## config.mk

```make
export PLATFORM = sky130hd
export DESIGN_NAME = id_stage
export DESIGN_NICKNAME = d
export VERILOG_FILES = /design/src/rtl/id_stage_pkg.sv /design/src/rtl/id_stage_regfile.sv /design/src/rtl/id_stage.sv
export SDC_FILE = /design/constraint.sdc
export NUM_CORES = 2
export LEC_CHECK = 0
export CAP_MARGIN = 20
export CORE_MARGIN = 4
export CORE_UTILIZATION = 45
export CTS_CLUSTER_DIAMETER = 150
export DETAILED_ROUTE_END_ITERATION = 7
export PLACE_DENSITY_LB_ADDON = 0.15
export RECOVER_POWER = 50
export SETUP_SLACK_MARGIN = 0.5
export SLEW_MARGIN = 10
export SYNTH_ARGS = -nofsm -noshare
export SYNTH_HDL_FRONTEND = slang
export SYNTH_HIERARCHICAL = 1
export SYNTH_SLANG_ARGS = --single-unit
export TNS_END_PERCENT = 30
```

## constraint.sdc

```tcl
create_clock -name i_clk -period 4.45 [get_ports i_clk]
set_input_delay 0.89 -clock i_clk [delete_from_list [all_inputs] [get_ports i_clk]]
set_output_delay 0.89 -clock i_clk [all_outputs]
set_load 0.05 [all_outputs]
```

## src/rtl/id_stage_pkg.sv

```systemverilog
`default_nettype none
// ============================================================================
//  Module      : id_stage_pkg
//  Description : Shared constants and types for the instruction-decode stage:
//                opcode values, ALU-operation encodings, the main-control
//                bundle and default widths.
//  Revision    : 1.0  initial release
// ============================================================================
package id_stage_pkg;

    localparam int DEFAULT_XLEN  = 32;
    localparam int DEFAULT_NREGS = 32;

    // Supported opcodes (instr[6:0])
    localparam logic [6:0] OP_R      = 7'b0110011;
    localparam logic [6:0] OP_LOAD   = 7'b0000011;
    localparam logic [6:0] OP_STORE  = 7'b0100011;
    localparam logic [6:0] OP_BRANCH = 7'b1100011;

    // ALU-operation class handed to alu_control in the execute stage
    typedef enum logic [1:0] {
        ALUOP_ADD   = 2'b00,
        ALUOP_SUB   = 2'b01,
        ALUOP_FUNCT = 2'b10
    } alu_op_t;

    // Main-control bundle produced by the opcode decoder
    typedef struct packed {
        logic    reg_write;
        logic    mem_read;
        logic    mem_write;
        logic    mem_to_reg;
        logic    branch;
        logic    alu_src;
        logic    illegal;
        alu_op_t alu_op;
    } ctrl_t;

endpackage : id_stage_pkg
`default_nettype wire

```

## src/rtl/id_stage_regfile.sv

```systemverilog
`default_nettype none
// ============================================================================
//  Module      : id_stage_regfile
//  Description : NREGS x XLEN register file, two combinational read ports and
//                one synchronous write port. Entry 0 is hardwired to zero.
//                A read that hits the address being written in the same cycle
//                returns the write data (write-first), so the decode stage
//                captures the freshest value.
//  Ports       : i_clk, i_rst_n        clock, async active-low reset
//                i_we, i_waddr, i_wdata write port
//                i_raddr1/2, o_rdata1/2 read ports
//  Revision    : 1.0  initial release
// ============================================================================
module id_stage_regfile
    import id_stage_pkg::*;
#(
    parameter int XLEN  = DEFAULT_XLEN,
    parameter int NREGS = DEFAULT_NREGS,
    parameter int AW    = $clog2(NREGS)
) (
    input  logic            i_clk,
    input  logic            i_rst_n,
    input  logic            i_we,
    input  logic [AW-1:0]   i_waddr,
    input  logic [XLEN-1:0] i_wdata,
    input  logic [AW-1:0]   i_raddr1,
    input  logic [AW-1:0]   i_raddr2,
    output logic [XLEN-1:0] o_rdata1,
    output logic [XLEN-1:0] o_rdata2
);

    logic [XLEN-1:0] r_regs [NREGS];
    logic            w_wr_active;

    // A write to entry 0 is dropped, so entry 0 stays at its reset value
    assign w_wr_active = i_we && (i_waddr != '0);

    always_ff @(posedge i_clk or negedge i_rst_n) begin
        if (!i_rst_n) begin
            for (int i = 0; i < NREGS; i++) begin
                r_regs[i] <= '0;
            end
        end else if (w_wr_active) begin
            r_regs[i_waddr] <= i_wdata;
        end
    end

    always_comb begin
        o_rdata1 = '0;
        if (i_raddr1 != '0) begin
            o_rdata1 = (w_wr_active && (i_waddr == i_raddr1)) ? i_wdata : r_regs[i_raddr1];
        end
    end

    always_comb begin
        o_rdata2 = '0;
        if (i_raddr2 != '0) begin
            o_rdata2 = (w_wr_active && (i_waddr == i_raddr2)) ? i_wdata : r_regs[i_raddr2];
        end
    end

endmodule : id_stage_regfile
`default_nettype wire

```

## src/rtl/id_stage.sv

```systemverilog
`default_nettype none
// ============================================================================
//  Module      : id_stage
//  Description : Instruction-decode stage. Decodes main control and the
//                sign-extended immediate, reads two operands from the
//                register file (with write-back bypass) and registers the
//                result into the ID/EX pipeline register. Valid/ready
//                handshake on both sides; i_flush kills the held instruction.
//  Ports       : i_clk, i_rst_n             clock, async active-low reset
//                i_valid/o_ready, i_instr   upstream handshake + instruction
//                i_flush                    kill (branch taken)
//                i_wb_en/i_wb_rd/i_wb_data  register-file write-back
//                o_valid/i_ready            downstream handshake
//                o_rs1_data .. o_illegal    ID/EX register contents
//  Revision    : 1.0  initial release
// ============================================================================
module id_stage
    import id_stage_pkg::*;
#(
    parameter int XLEN  = DEFAULT_XLEN,
    parameter int NREGS = DEFAULT_NREGS
) (
    input  logic                     i_clk,
    input  logic                     i_rst_n,
    input  logic                     i_valid,
    output logic                     o_ready,
    input  logic [31:0]              i_instr,
    input  logic                     i_flush,
    input  logic                     i_wb_en,
    input  logic [$clog2(NREGS)-1:0] i_wb_rd,
    input  logic [XLEN-1:0]          i_wb_data,
    output logic                     o_valid,
    input  logic                     i_ready,
    output logic [XLEN-1:0]          o_rs1_data,
    output logic [XLEN-1:0]          o_rs2_data,
    output logic [XLEN-1:0]          o_imm,
    output logic [4:0]               o_rd,
    output logic [6:0]               o_funct7,
    output logic [2:0]               o_funct3,
    output logic [1:0]               o_alu_op,
    output logic                     o_alu_src,
    output logic                     o_reg_write,
    output logic                     o_mem_read,
    output logic                     o_mem_write,
    output logic                     o_mem_to_reg,
    output logic                     o_branch,
    output logic                     o_illegal
);

    localparam int c_AW = $clog2(NREGS);

    // ------------------------------------------------------------------
    // Instruction fields
    // ------------------------------------------------------------------
    logic [6:0]      w_opcode;
    logic [4:0]      w_rd;
    logic [2:0]      w_funct3;
    logic [4:0]      w_rs1;
    logic [4:0]      w_rs2;
    logic [6:0]      w_funct7;

    assign w_opcode = i_instr[6:0];
    assign w_rd     = i_instr[11:7];
    assign w_funct3 = i_instr[14:12];
    assign w_rs1    = i_instr[19:15];
    assign w_rs2    = i_instr[24:20];
    assign w_funct7 = i_instr[31:25];

    // ------------------------------------------------------------------
    // Register file
    // ------------------------------------------------------------------
    logic [XLEN-1:0] w_rs1_data;
    logic [XLEN-1:0] w_rs2_data;

    id_stage_regfile #(
        .XLEN  (XLEN),
        .NREGS (NREGS),
        .AW    (c_AW)
    ) u_regfile (
        .i_clk    (i_clk),
        .i_rst_n  (i_rst_n),
        .i_we     (i_wb_en),
        .i_waddr  (i_wb_rd),
        .i_wdata  (i_wb_data),
        .i_raddr1 (w_rs1[c_AW-1:0]),
        .i_raddr2 (w_rs2[c_AW-1:0]),
        .o_rdata1 (w_rs1_data),
        .o_rdata2 (w_rs2_data)
    );

    // ------------------------------------------------------------------
    // Immediate generation (all sign-extended from instr[31])
    // ------------------------------------------------------------------
    logic [XLEN-1:0] w_imm_i;
    logic [XLEN-1:0] w_imm_s;
    logic [XLEN-1:0] w_imm_b;

    assign w_imm_i = {{(XLEN-12){i_instr[31]}}, i_instr[31:20]};
    assign w_imm_s = {{(XLEN-12){i_instr[31]}}, i_instr[31:25], i_instr[11:7]};
    assign w_imm_b = {{(XLEN-13){i_instr[31]}}, i_instr[31], i_instr[7],
                      i_instr[30:25], i_instr[11:8], 1'b0};

    // ------------------------------------------------------------------
    // Main control decode
    // ------------------------------------------------------------------
    ctrl_t           w_ctrl;
    logic [XLEN-1:0] w_imm;

    always_comb begin
        w_ctrl        = '0;
        w_ctrl.alu_op = ALUOP_ADD;
        w_imm         = '0;
        case (w_opcode)
            OP_R: begin
                w_ctrl.reg_write = 1'b1;
                w_ctrl.alu_op    = ALUOP_FUNCT;
            end
            OP_LOAD: begin
                w_ctrl.reg_write  = 1'b1;
                w_ctrl.mem_read   = 1'b1;
                w_ctrl.mem_to_reg = 1'b1;
                w_ctrl.alu_src    = 1'b1;
                w_imm             = w_imm_i;
            end
            OP_STORE: begin
                w_ctrl.mem_write = 1'b1;
                w_ctrl.alu_src   = 1'b1;
                w_imm            = w_imm_s;
            end
            OP_BRANCH: begin
                w_ctrl.branch = 1'b1;
                w_ctrl.alu_op = ALUOP_SUB;
                w_imm         = w_imm_b;
            end
            default: begin
                // Unsupported opcode still travels down the pipe as a bubble-like
                // instruction with no side effects, flagged as illegal.
                w_ctrl.illegal = 1'b1;
            end
        endcase
    end

    // ------------------------------------------------------------------
    // ID/EX pipeline register
    // ------------------------------------------------------------------
    logic            r_valid;
    ctrl_t           r_ctrl;
    logic [XLEN-1:0] r_rs1_data;
    logic [XLEN-1:0] r_rs2_data;
    logic [XLEN-1:0] r_imm;
    logic [4:0]      r_rd;
    logic [6:0]      r_funct7;
    logic [2:0]      r_funct3;
    logic            w_accept;

    assign o_ready  = !r_valid || i_ready;
    assign w_accept = i_valid && o_ready;

    always_ff @(posedge i_clk or negedge i_rst_n) begin
        if (!i_rst_n) begin
            r_valid    <= 1'b0;
            r_ctrl     <= '0;
            r_rs1_data <= '0;
            r_rs2_data <= '0;
            r_imm      <= '0;
            r_rd       <= '0;
            r_funct7   <= '0;
            r_funct3   <= '0;
        end else begin
            // Flush wins over a simultaneous capture; the captured payload is
            // still loaded below but is never marked valid.
            if (i_flush) begin
                r_valid <= 1'b0;
            end else if (w_accept) begin
                r_valid <= 1'b1;
            end else if (i_ready) begin
                r_valid <= 1'b0;
            end

            if (w_accept) begin
                r_ctrl     <= w_ctrl;
                r_rs1_data <= w_rs1_data;
                r_rs2_data <= w_rs2_data;
                r_imm      <= w_imm;
                r_rd       <= w_rd;
                r_funct7   <= w_funct7;
                r_funct3   <= w_funct3;
            end
        end
    end

    assign o_valid      = r_valid;
    assign o_rs1_data   = r_rs1_data;
    assign o_rs2_data   = r_rs2_data;
    assign o_imm        = r_imm;
    assign o_rd         = r_rd;
    assign o_funct7     = r_funct7;
    assign o_funct3     = r_funct3;
    assign o_alu_op     = r_ctrl.alu_op;
    assign o_alu_src    = r_ctrl.alu_src;
    assign o_reg_write  = r_ctrl.reg_write;
    assign o_mem_read   = r_ctrl.mem_read;
    assign o_mem_write  = r_ctrl.mem_write;
    assign o_mem_to_reg = r_ctrl.mem_to_reg;
    assign o_branch     = r_ctrl.branch;
    assign o_illegal    = r_ctrl.illegal;

endmodule : id_stage
`default_nettype wire

```

==> impl_metrics.json <==
{
  "row_count": 133,
  "critPathCaptureType": "flip-flop",
  "synth-xor-area-share_pct": 0.147,
  "core_mm2": 0.132,
  "hpwl_um": 129000,
  "cp_slowest_stage_delay_ns": 1.66,
  "min_period_ns": 3.75,
  "die_x_um": 372,
  "worstSetupStartpoint": "i_ready",
  "path_clk_slew_ns": 0.06,
  "cts_made_buffers": 120,
  "maxCapViolations": 3,
  "wl_per_cell_um": 35.2,
  "rr_worst_depth": 5,
  "boundaryPins": 197,
  "initial_utilization_pct": 45.4,
  "synthMuxAreaShare_pct": 39.4,
  "synth-simple-area-share_pct": 2.51,
  "rr_startpoint": "o_valid",
  "cts_max_level": 3,
  "synth_edf_count": 0,
  "antenna_found_initial": 12,
  "rsz0062_at_grt": "no",
  "ys_top_cells_by_area": "dfrtp_1 (47%), mux2_2 (20%), mux4_2 (13%)",
  "ys_seq_elements": 1124,
  "cp_max_fo": 36,
  "cts_max_path_buffers": 3,
  "drt-pass1-iter-count": 6,
  "synth_compound_area_share_pct": 6.32,
  "power_density_mw_per_mm2": 455,
  "postRouteAntennaNets": 0,
  "drc": 0,
  "yosys_warnings": 6,
  "vdd_ir_drop_max_v": 0.000338,
  "ctsHoldBuffers": 0,
  "synth_top_family_by_area": "multiplexers",
  "tightest_slew_ns": 3.52,
  "nFillCells": 11060,
  "grt_pass1_vias": 40459,
  "synth_cell_type_count": 74,
  "dpl_worst_slack_ns": 0.464,
  "synthFlopType": "dfrtp_1",
  "drt_iter0_drc": 4422,
  "r2r_setup_slack_ns": 1.05,
  "fin_crit_sh_pct": 84.2,
  "insertion_delay_ns": 0.75,
  "finClkSkew_ns": 0.0287,
  "cts_setup_buffers": 0,
  "routed_wl_um": 215000,
  "dp.cells": 5873,
  "mappedNetlistArea_mm2": 0.0598,
  "cts_tree": "built",
  "cp.required_ns": 5.06,
  "drv_slew": 139,
  "setup.worst_path.end": "o_rs1_data[20]",
  "cts-resized-gates": 0,
  "worst-setup-path-type": "input pin to flip-flop",
  "yosysSeqAreaShare_pct": 47.1,
  "grt_overflow": 0,
  "critPathTopFamily": "buffers and inverters",
  "viasPerCell": 6.64,
  "cp.arrival_ns": 4.36,
  "cts_root_buffer": "clkbuf_16",
  "status": "finished with violations",
  "gp_congestion": 0.844,
  "synth_top_area_share_pct": 47.1,
  "clock.fmax_ghz": 0.267,
  "syn_inst": 4185,
  "min_from": "u_regfile/r_regs[999]",
  "violations": "capacitance limit, slew limit",
  "largest_register_ffs": 1024,
  "power.leakage_nw": 29.6,
  "fp.dieH_um": 372,
  "crit_buf_inv": 3,
  "crit_slowest_cell": "dlymetal6s4s_1",
  "cp_cell_sequence": "dlygate4sd3_1 > nor2b_4 > inv_4 > nand2_1 > dlymetal6s4s_1 > mux2_2",
  "synth_fa_ha_area_share_pct": 0,
  "hold_class": "flip-flop to flip-flop",
  "critical_path_cell_count": 6,
  "drive_above_1_share_pct": 44.6,
  "tns_ns": 0,
  "start_kind": "input pin",
  "instances_no_fill": 6105,
  "hold_ws_ns": 0.396,
  "slew_headroom_pct": -135,
  "top_register": "u_regfile/r_regs",
  "dieArea_mm2": 0.139,
  "async_flop_share_pct": 100,
  "area_growth_syn_to_layout_pct": 14.0,
  "fin_nets": 4317,
  "cts_sinks": 1124,
  "grt_max_degree": 147,
  "grt_usage_pct": 31.0,
  "synthesis.nets": 4260,
  "final_critical_path_setup_slack_ns": 0.702,
  "regToRegEndpoint": "o_rs1_data[20]",
  "syn_area_per_cell_um2": 14.3,
  "grt_pass1_wl_um": 308000,
  "yosys.area.top_type": "dfrtp_1",
  "setup_violations": 0,
  "hold_viol_final": 0,
  "num_vias": 40567,
  "io_buffers": 196
}
==> kinds of logic (layout without fill, tap and decap cells) <==
kind of cell / Yosys count / in the layout
AND/OR/NAND/NOR: 294 / 294
AO/OA/AOI/OAI: 525 / 525
multiplexers: 1742 / 1742
buffers and inverters: 490 / 650
flip-flops: 1124 / 1124
XOR/XNOR: 10 / 10
other: 0 / 5
==> layer usage <==
metal	vias to the layer above	share of wire (%)	GRT usage, %
li1	16234	-	-
met1	22018	43	44.6
met2	1914	44	46.5
met3	399	8.9	6.65
met4	2	3.7	10.8
met5	-	0.0060	0
==> cells in the mapped netlist (all sizes together), types with 14 or more instances <==
cell type / count
nor2: 59
clkbuf: 223
buf: 257
nor2b: 22
mux4: 373
o21ai: 75
a22oi: 61
mux2i: 286
a221oi: 73
nand2b: 27
o22ai: 85
nor3: 55
nand3: 20
a21oi: 67
o31ai: 20
dfrtp: 1124
mux2: 1083
o22a: 14
a221o: 26
nand2: 67
==> worst min-delay path by stage <==
stage,end,depth (start not counted),slack (ns)
2_1_floorplan,u_regfile/r_regs[1016],1,0.44
3_3_place_gp,u_regfile/r_regs[1016],0,0.38
3_5_place_dp,u_regfile/r_regs[1007],0,0.38
4_1_cts,u_regfile/r_regs[381],1,0.06
5_1_grt,u_regfile/r_regs[994],0,0.41
6_report,u_regfile/r_regs[999],0,0.40
==> per-stage QoR <==
stage               total power [mW]  utilization (%)  area (µm²)
floorplan                       18.1                -       59800
global placement                20.2             48.5       63900
detailed placement              20.4             48.6       64000
CTS                             31.1             51.8       68100
global route                    32.2             51.7       68100
finish                          31.0             51.7       68100
==> cell type report <==
type                            count  area (µm²)  area share [%]
Inverter                            9        36.3          0.0533
Multi-Input combinational cell   2571       29200            42.8
Timing Repair Buffer              416        4420            6.48
Antenna cell                        5        12.5          0.0184
Tap cell                         1755        2200            3.22
Clock inverter                     50         577           0.847
Clock buffer                      175        3590            5.26
Sequential cell                  1124       28100            41.3
==> power by group <==
part           internal, mW  leakage, nW  switching [mW]  total [mW]
Clock                  6.25         2.07            4.39        10.6
Combinational          3.59         13.1            3.10        6.69
Sequential             12.1         14.4            1.52        13.7
Total                  22.0         29.6            9.01        31.0
==> cells in the final DEF (no fill, tap or decap), types with 61 or more instances in the layout <==
master and instances:
a21oi_1 67, a221oi_1 71, a22oi_1 61, buf_12 61, buf_4 149, clkbuf_16 125
clkdlybuf4s50_1 182, dfrtp_1 1124, mux2_2 1083, mux2i_1 286, mux4_2 349, o21ai_0 69
o22ai_1 85
Power figures use the tool's default switching activity.
